### config.mk
export PLATFORM = sky130hd
export DESIGN_NAME = i2s_rx
export DESIGN_NICKNAME = d
export VERILOG_FILES = /design/src/rtl/audio_pkg.sv /design/src/rtl/i2s_pin_sync.sv /design/src/rtl/i2s_rx.sv
export SDC_FILE = /design/constraint.sdc
export NUM_CORES = 1
export LEC_CHECK = 0
export ABC_AREA = 1
export CELL_PAD_IN_SITES_DETAIL_PLACEMENT = 0
export CELL_PAD_IN_SITES_GLOBAL_PLACEMENT = 1
export CORE_MARGIN = 1
export CORE_UTILIZATION = 45
export DETAILED_ROUTE_END_ITERATION = 10
export PLACE_DENSITY_LB_ADDON = 0.1
export SLEW_MARGIN = 20
export SYNTH_ARGS = -nofsm -noshare
export SYNTH_HDL_FRONTEND = slang
export SYNTH_SLANG_ARGS = --single-unit
### constraint.sdc
create_clock -name clk -period 2.2 [get_ports clk]
set_clock_uncertainty 0.1 [all_clocks]
set_input_delay 0.33 -clock clk [delete_from_list [all_inputs] [get_ports clk]]
set_output_delay 0.33 -clock clk [all_outputs]
set_load 0.02 [all_outputs]
### src/rtl/audio_pkg.sv
// Shared audio types for the I2S capture path.
// Sample width, channel encoding and receiver states.
package audio_pkg;

    localparam int AUDIO_DATA_W = 16;

    typedef logic [AUDIO_DATA_W-1:0] sample_t;

    typedef enum logic {
        CH_LEFT  = 1'b0,
        CH_RIGHT = 1'b1
    } chan_e;

    typedef enum logic {
        RX_SYNC,
        RX_RUN
    } rx_state_e;

endpackage

### src/rtl/i2s_pin_sync.sv
// Two-flop synchronisers for the codec pins.
// A third BCK flop provides the rising-edge strobe.
module i2s_pin_sync (
    input  logic clk,
    input  logic rst,
    input  logic bck,
    input  logic ws,
    input  logic din,
    output logic ws_s,
    output logic din_s,
    output logic bck_rise
);

    logic bck_s1;
    logic bck_s2;
    logic bck_s3;
    logic ws_s1;
    logic din_s1;

    always_ff @(posedge clk) begin
        if (rst) begin
            bck_s1 <= 1'b0;
            bck_s2 <= 1'b0;
            bck_s3 <= 1'b0;
            ws_s1  <= 1'b0;
            ws_s   <= 1'b0;
            din_s1 <= 1'b0;
            din_s  <= 1'b0;
        end else begin
            bck_s1 <= bck;
            bck_s2 <= bck_s1;
            bck_s3 <= bck_s2;
            ws_s1  <= ws;
            ws_s   <= ws_s1;
            din_s1 <= din;
            din_s  <= din_s1;
        end
    end

    assign bck_rise = bck_s2 & ~bck_s3;

endmodule

### src/rtl/i2s_rx.sv
// I2S slave receiver: Philips-format slots in, L/R pairs out on valid/ready.
// Optional slot-length checking is enabled by I2S_RX_FRAME_CHECK_EN.
module i2s_rx
    import audio_pkg::*;
#(
    parameter int DATA_W   = 16,
    parameter int MAX_SLOT = 32
) (
    input  logic              clk,
    input  logic              rst,
    input  logic              ADC_BCK,
    input  logic              ADC_WS,
    input  logic              ADC_DOUT,
    output logic [DATA_W-1:0] out_left,
    output logic [DATA_W-1:0] out_right,
    output logic              out_valid,
    input  logic              out_ready,
    output logic              overflow,
    output logic              frame_err
);

    localparam int CNT_W = $clog2(MAX_SLOT + 1);
    localparam logic [DATA_W-1:0] MSB_BIT = {1'b1, {(DATA_W-1){1'b0}}};

    logic ws_s;
    logic din_s;
    logic bck_rise;

    i2s_pin_sync u_pin_sync (
        .clk      (clk),
        .rst      (rst),
        .bck      (ADC_BCK),
        .ws       (ADC_WS),
        .din      (ADC_DOUT),
        .ws_s     (ws_s),
        .din_s    (din_s),
        .bck_rise (bck_rise)
    );

    rx_state_e         state;
    logic              ws_prev;
    logic [CNT_W-1:0]  bit_cnt;
    logic [DATA_W-1:0] asm_q;
    logic [DATA_W-1:0] word;
    logic              cmp_vld;
    chan_e             cmp_chan;
    logic [DATA_W-1:0] cmp_word;
    logic [DATA_W-1:0] hold_left;
    logic              left_ok;

    // Shifting past the word width yields zero, which truncates long slots.
    always_comb begin
        word = asm_q | ({DATA_W{din_s}} & (MSB_BIT >> bit_cnt));
    end

    always_ff @(posedge clk) begin
        if (rst) begin
            state    <= RX_SYNC;
            ws_prev  <= 1'b0;
            bit_cnt  <= '0;
            asm_q    <= '0;
            cmp_vld  <= 1'b0;
            cmp_chan <= CH_LEFT;
            cmp_word <= '0;
        end else begin
            cmp_vld <= 1'b0;
            if (bck_rise) begin
                ws_prev <= ws_s;
                case (state)
                    RX_SYNC: begin
                        if (ws_s != ws_prev) begin
                            bit_cnt <= '0;
                            asm_q   <= '0;
                            state   <= RX_RUN;
                        end
                    end
                    RX_RUN: begin
                        if (ws_s != ws_prev) begin
                            cmp_vld  <= 1'b1;
                            cmp_chan <= chan_e'(ws_prev);
                            cmp_word <= word;
                            bit_cnt  <= '0;
                            asm_q    <= '0;
                        end else begin
                            asm_q <= word;
                            if (bit_cnt != CNT_W'(MAX_SLOT))
                                bit_cnt <= bit_cnt + CNT_W'(1);
                        end
                    end
                    default: state <= RX_SYNC;
                endcase
            end
        end
    end

`ifdef I2S_RX_FRAME_CHECK_EN
    logic             cmp_len_bad;
    logic [CNT_W-1:0] slot_len;

    assign slot_len = bit_cnt + CNT_W'(1);

    always_ff @(posedge clk) begin
        if (rst) begin
            cmp_len_bad <= 1'b0;
            frame_err   <= 1'b0;
        end else begin
            if (bck_rise && state == RX_RUN && ws_s != ws_prev)
                cmp_len_bad <= (slot_len != CNT_W'(DATA_W));
            frame_err <= cmp_vld & cmp_len_bad;
        end
    end
`else
    assign frame_err = 1'b0;
`endif

    always_ff @(posedge clk) begin
        if (rst) begin
            out_left  <= '0;
            out_right <= '0;
            out_valid <= 1'b0;
            overflow  <= 1'b0;
            hold_left <= '0;
            left_ok   <= 1'b0;
        end else begin
            overflow <= 1'b0;
            if (out_valid && out_ready)
                out_valid <= 1'b0;
            if (cmp_vld) begin
                if (cmp_chan == CH_LEFT) begin
                    hold_left <= cmp_word;
                    left_ok   <= 1'b1;
                end else if (left_ok) begin
                    out_left  <= hold_left;
                    out_right <= cmp_word;
                    out_valid <= 1'b1;
                    left_ok   <= 1'b0;
                    overflow  <= out_valid & ~out_ready;
                end
            end
        end
    end

endmodule

==> results of run 1 <==
==> flip-flops by register name (all words and copies together), names as in the netlist, 6 cells and up <==
register and cells:
out_right 16, hold_left 16, out_left 16, bit_cnt 6, cmp_word 16, asm_q 16
==> final timing paths <==
path                       to  depth (start not counted)
min          u_pin_sync.din_s                          2
max              out_left[12]                          1
min reg2reg  u_pin_sync.din_s                          2
max reg2reg        bit_cnt[0]                          8
==> metrics by stage <==
stage / setup slack (ns) / area [µm²] / util / total power, mW
global route: 0.3864 / 4632 / 0.5526 / 3.396
finish: 0.4543 / 4632 / 0.5526 / 3.255
detailed placement: 0.5728 / 4400 / 0.5250 / 1.967
CTS: 0.4339 / 4632 / 0.5526 / 3.288
global placement: 0.5716 / 4400 / 0.5250 / 1.965
floorplan: 0.8117 / 3964 / - / 1.938
==> layer usage <==
layer	global-route usage	up-vias
li1	-	1676
met4	0.07090	0
met5	0	-
met2	0.3143	46
met1	0.2671	1424
met3	0.02607	10
==> area by class of cell <==
cell class | instances | area (µm²) | area share
flip-flops and latches | 100 | 2002 | 0.4322
well taps | 105 | 131.4 | 0.02836
clock inverters | 6 | 93.84 | 0.02026
multi-input cells | 308 | 1562 | 0.3371
clock buffers | 10 | 137.6 | 0.02971
inverters | 72 | 272.8 | 0.05889
repair buffers | 43 | 432.9 | 0.09346
==> logic make-up after synthesis <==
kind of cell / after synthesis
and+or+nand+nor: 156
AOI/OAI and AO/OA: 148
DFF: 100
buffers and inverters: 97
adders and majority gates: 2
xor gates and xnor gates: 1
other: 1
==> power breakdown <==
part	switching (mW)	internal, mW
registers	0.00692	1.82
clock network	0.649	0.682
logic	0.0664	0.0329
total	0.722	2.53
==> layout by cell type, fill, tap and decap left out, drive strengths merged <==
| cell | n |
|---|---|
| clkinv | 2 |
| a21oi | 67 |
| ha | 2 |
| o21ai | 65 |
| nor2 | 62 |
| buf | 4 |
| nand2 | 67 |
| o21bai | 16 |
| nand4 | 2 |
| and2 | 1 |
| dfxtp | 100 |
| nor3 | 2 |
| nand3 | 22 |
| bufinv | 2 |
| clkdlybuf4s50 | 39 |
| xnor2 | 1 |
| clkbuf | 10 |
| clkinvlp | 1 |
| conb | 1 |
| inv | 73 |
==> results.md, run 1 <==
* Status: finished clean
* Top_reg_cell synth: dfxtp_1
* Lkg Pwr at between 1.5 and 2 nW
* Clk pin slew, worst setup/hold paths at 0.10 ns
* Fmax at about 0.57 GHz
* CP Buf/Inv Count at 1
* Area of the die at about 9200 µm²
* Synth warnings at 0
* Initial antenna violation count at 0
* Worst Hold Class: register to register
* Final nets at roughly 540
* CP startpoint kind: register
* DR vias/cell at a little under 5
* Max Used Layer: met4
* Synth Area in Adders at 0.006313
* Drt first-iter violations at between 100 and 150
* Most numerous cell in the Yosys netlist: dfxtp_1
* Routed met1 length at 4092 µm
* Critical Path RT at 1.77 ns
* Fin Setup TNS at 0 ns
* Simple-Gate Fraction of Synth Area at 0.1768
* Share of cells above drive strength 1 at 0.08534
* Cells after DPL at around 630
* CP top delay family: buffers and inverters
* Area grow syn2layout at 16.86%
* HPWL Detailed at 5435 µm
* Multiplexer area fraction after synthesis at 0
* Final Hold Violating Endpoints at 0
* CTS root buffer: clkbuf_8
* Min Hold Slack at roughly 0.31 ns
* Number of post-CTS setup repair buffers at 0
* Actual slew at the worst max-slew pin at ~0.54 ns
* Via count at 3,156
* Max VDD drop at 0.0003376 V
* Die W at 95.86 µm
* Post-route ant nets at 0
* Synth Area in Compound Gates at 0.2064
* #FFs+latches synth at 100
* Worst R2R Start: bit_cnt[0]
* RSZ-0062 raised after global routing: false
* Crit path from: out_left[12]
* Worst slew margin at 0.6404
* Synth cell count leaders: 100 x dfxtp_1, 69 x inv_1, 64 x o21ai_0
* Core box area at approximately 8400 µm²
* Die height at 95.86 µm
* Synth top area cells: dfxtp_1 51%, o21ai_0 8.1%, a21oi_1 7.2%
* Seq/Total Area, Yosys at 0.5051
* Post-synth EDFFs at 0
* Critical path type: register to output port
* # diodes at 0
* PortBufs at 39
* Vias in the first global route at 2,893
* # fillers at 830
* Top cell type by total area after synthesis: dfxtp_1
* Largest net degree at the start of global routing at 80
* GR Overflow Total at 0
* Hold Crit Start: u_pin_sync.din_s1
* R2r setup slk at between 0.6 and 0.7 ns
* Post-Syn Nets at a little over 500
* Critical Path AT at between 1 and 1.5 ns
* CTS buffer count at 9
* First-pass GRT wire length at approximately 14,000 µm
* Row count at 33
* Cts hold-fix bufs at 0
* Clk buf depth at 2
* Wirelength, routed at ~8100 µm
* H-tree levels at 3
* Cell count after synthesis at approximately 510
* GR Util All Layers at 0.1952
* Routed met2 length at ~3700 µm
* Final setup fails at 0
* Endpoint class of the critical path: output port
* Yosys cell types at 29
* Cts repair resizes at 0
* # DRC at 0
* Ports at 41
* Crit-path max FO at 2
* Number of max-cap violations at 0
* Avg Cell Area, Syn at 7.849 µm²
* Max Transition Viols Final at 0
* Crit path time final at 1.746 ns
* CP max stage cell: clkdlybuf4s50_1
* WL/cell at 12.57 µm
* Worst-path cell chain: clkdlybuf4s50_1
* Initial Utilization at 0.4729
* Finished Layout Cells at 644
* CTS tree: built
* Skew-Pair Late Insertion Delay at between 0.3 and 0.4 ns
* Yosys top cell area share at 0.5051
* Placer Congestion at between 0.7 and 0.8
* Crit share post-route at 0.7935
* Cell Pwr Density at 702.6 nW/µm²
* Clock sink count at 100
* XOR/XNOR Fraction of Synth Area at 0.002210
* Met3 WL at around 180 µm
* Synthesized area at approximately 4000 µm²
* Drt pass-1 iters at 4
* Crit-path max cell delay at between 0.6 and 0.7 ns
* FFs w/ async S/R, synth at 0
* Main combinational cell family by area after synthesis: compound AO/OA/AOI/OAI gates
Note: power is estimated with default switching activity, not from simulation.
==> run 2, diff against run 1 <==
--- a/config.mk
+++ b/config.mk
@@ -9,7 +9,7 @@
 export CELL_PAD_IN_SITES_DETAIL_PLACEMENT = 0
 export CELL_PAD_IN_SITES_GLOBAL_PLACEMENT = 1
 export CORE_MARGIN = 1
-export CORE_UTILIZATION = 45
+export CORE_UTILIZATION = 41
 export DETAILED_ROUTE_END_ITERATION = 10
 export PLACE_DENSITY_LB_ADDON = 0.1
 export SLEW_MARGIN = 20
==> constraint.sdc (replaced) <==
create_clock -name clk -period 1.7 [get_ports clk]
set_clock_uncertainty 0.1 [all_clocks]
set_input_delay 0.255 -clock clk [delete_from_list [all_inputs] [get_ports clk]]
set_output_delay 0.255 -clock clk [all_outputs]
set_load 0.02 [all_outputs]
==> results.md, run 2 (synthesis gave the netlist of run 1 again) <==
* Area grow syn2layout at 20.30%
* Critical Path AT at 1.31 ns (about the same)
* Setup WS pre-CTS at 0.1932 ns (-0.3796 ns)
* Wirelength, routed at 8407 µm (+3.9%)
* Max Transition Viols Final at 0 (unchanged)
* Cell count of the worst reg-to-reg path at 5 (-3)
* Clk buf depth at 2 (unchanged)
* Die height at 100.3 µm (+4.7%)
* H-tree levels at 3 (unchanged)
* Share of cells above drive strength 1 at 0.09707 (+0.01173)
* Number of max-cap violations at 0 (unchanged)
* R2r setup slk at 0.18 ns (-0.47 ns)
* GR Util All Layers at 0.1804 (-0.01488)
* Worst setup margin at 0.03517 ns (-0.4191 ns)
* Fmax at approximately 0.60 GHz
* Crit-path max FO at 2 (unchanged)
* Core box area at 9284 µm² (+11%)
* Post-route ant nets at 0 (unchanged)
* Final Hold Violating Endpoints at 0 (unchanged)
* Hold Crit Start: ADC_BCK
* Initial Utilization at 0.4270 (-0.04595)
* Worst R2R Start: bit_cnt[3]
* CTS buffer count at 9 (unchanged)
* CP startpoint kind: register
* Fin Setup TNS at 0 ns (unchanged)
* Row count at 35 (+6.1%)
* Critical Path RT at 1.34 ns (-0.43 ns)
* Cell Pwr Density at 857.5 nW/µm² (+22%)
* Clk pin slew, worst setup/hold paths at 0.10 ns (about the same)
* WL/cell at 12.45 µm (-0.88%)
* # diodes at 0 (unchanged)
* R2r endpoint: asm_q[12]
* Crit path time final at 1.665 ns
* Drt pass-1 iters at 5 (+1)
* Crit-path max cell delay at 0.60 ns (about the same)
* Endpoint class of the critical path: output port
* Worst Hold Class: input pin to register
* First-pass GRT wire length at 14,160 µm (+1.7%)
* Worst Hold Depth at 3 (+1)
* Initial antenna violation count at 0 (unchanged)
* Ports at 41 (unchanged)
* Drt first-iter violations at 96 (-8.6%)
* RSZ-0062 raised after global routing: false
* Largest net degree at the start of global routing at 44 (-45%)
* HPWL Detailed at 5915 µm (+8.8%)
* # fillers at 949 (+14%)
* Most common cell after layout, fill and taps aside: dfxtp_1
* Critical path depth at 1 (unchanged)
* Combinational power share at 0.035 (+0.004)
* DR vias/cell at 4.698 (-4.1%)
* Lkg Pwr at 2.283 nW (+29%)
* Clock sink count at 100 (unchanged)
* Cells after DPL at 659 (+4.9%)
* CTS root buffer: clkbuf_8
* CP Buf/Inv Count at 1 (unchanged)
* CTS tree: built
* GR Overflow Total at 0 (unchanged)
* Flop pwr share at 0.577 (+0.017)
* PortBufs at 39 (unchanged)
* Max VDD drop at 0.0003626 V (+7.4%)
* CP top delay family: buffers and inverters
* Skew-Pair Late Insertion Delay at 0.37 ns (about the same)
* Crit share post-route at 0.9793
* Via count at 3,171 (+0.48%)
* Worst-path cell chain: clkdlybuf4s50_1
* # DRC at 0 (unchanged)
* Most frequent cells in the layout: 100 x dfxtp_1, 69 x inv_1, 64 x o21ai_0, 59 x nand2_1, 59 x nor2_1
* Sw Ratio at 0.2389 (+0.01693)
* Final setup fails at 0 (unchanged)
* Int Pwr at 3.112 mW (+23%)
* Hold Crit Endpoint: u_pin_sync.bck_s1
* Number of post-CTS setup repair buffers at 0 (unchanged)
* CP max stage cell: clkdlybuf4s50_1
* Clk pwr share at 0.388 (-0.021)
* Area of the die at 10,070 µm² (+9.5%)
* Placer Congestion at 0.8245 (+4.7%)
* Critical path type: register to output port
* Final nets at 549 (+1.3%)
* Fin util at 0.5136 (-0.03901)
* Status: finished clean
* Net switching power at 0.9767 mW (+35%)
* Finished Layout Cells at 675 (+4.8%)
* Vias in the first global route at 2,959 (+2.3%)
* Die W at 100.3 µm (+4.7%)
==> run 2: power by group through the flow <==
stage,registers [mW],logic (mW),clock network [mW]
after global routing,2.36,0.160,1.72
after detailed placement,2.41,0.145,0
after global placement,2.41,0.142,0
after floorplan,2.41,0.0952,0
after CTS,2.36,0.145,1.64
final,2.36,0.142,1.59
==> run 2: how the worst max path moves through the flow <==
stage / startpoint / end / slack (ns)
after floorplan: bit_cnt[1] / bit_cnt[1] / 0.31
after global placement: rst / out_right[1] / 0.21
after detailed placement: bit_cnt[0] / bit_cnt[0] / 0.19
after CTS: out_right[1] / out_right[1] / 0.002
after global routing: out_left[14] / out_left[14] / 0.0004
final: out_left[14] / out_left[14] / 0.04
==> run 2: through the flow <==
stage                     cell area, µm²  total power, mW  hold slack (ns)
after floorplan                     3964            2.508           0.2620
after global placement              4508            2.557           0.2973
after detailed placement            4508            2.559           0.3025
after CTS                           4708            4.143           0.2731
after global routing                4768            4.242           0.3013
final                               4768            4.089           0.2949
==> run 2: layout make-up <==
| class | instances | area (µm²) | area share |
|---|---|---|---|
| Clock inverter | 7 | 83.83 | 0.01758 |
| Timing Repair Buffer | 50 | 563.0 | 0.1181 |
| Multi-Input combinational cell | 308 | 1562 | 0.3275 |
| Inverter | 72 | 272.8 | 0.05720 |
| Clock buffer | 9 | 123.9 | 0.02598 |
| Tap cell | 129 | 161.4 | 0.03385 |
| Sequential cell | 100 | 2002 | 0.4198 |
==> run 2: repair_timing <==
| item | in CTS | in global routing |
|---|---|---|
| setup endpoints to repair | 6 | 24 |
| resized for setup | 6 | 24 |
| endpoints found under the hold margin | 0 | 0 |
| hold buffers | 0 | 0 |
==> run 2: routing by layer <==
metal | wire length (µm) | GRT usage
met5 | 0 | 0
met4 | 135 | 0.08027
met3 | 182 | 0.02507
met2 | 3863 | 0.2929
met1 | 4225 | 0.2389
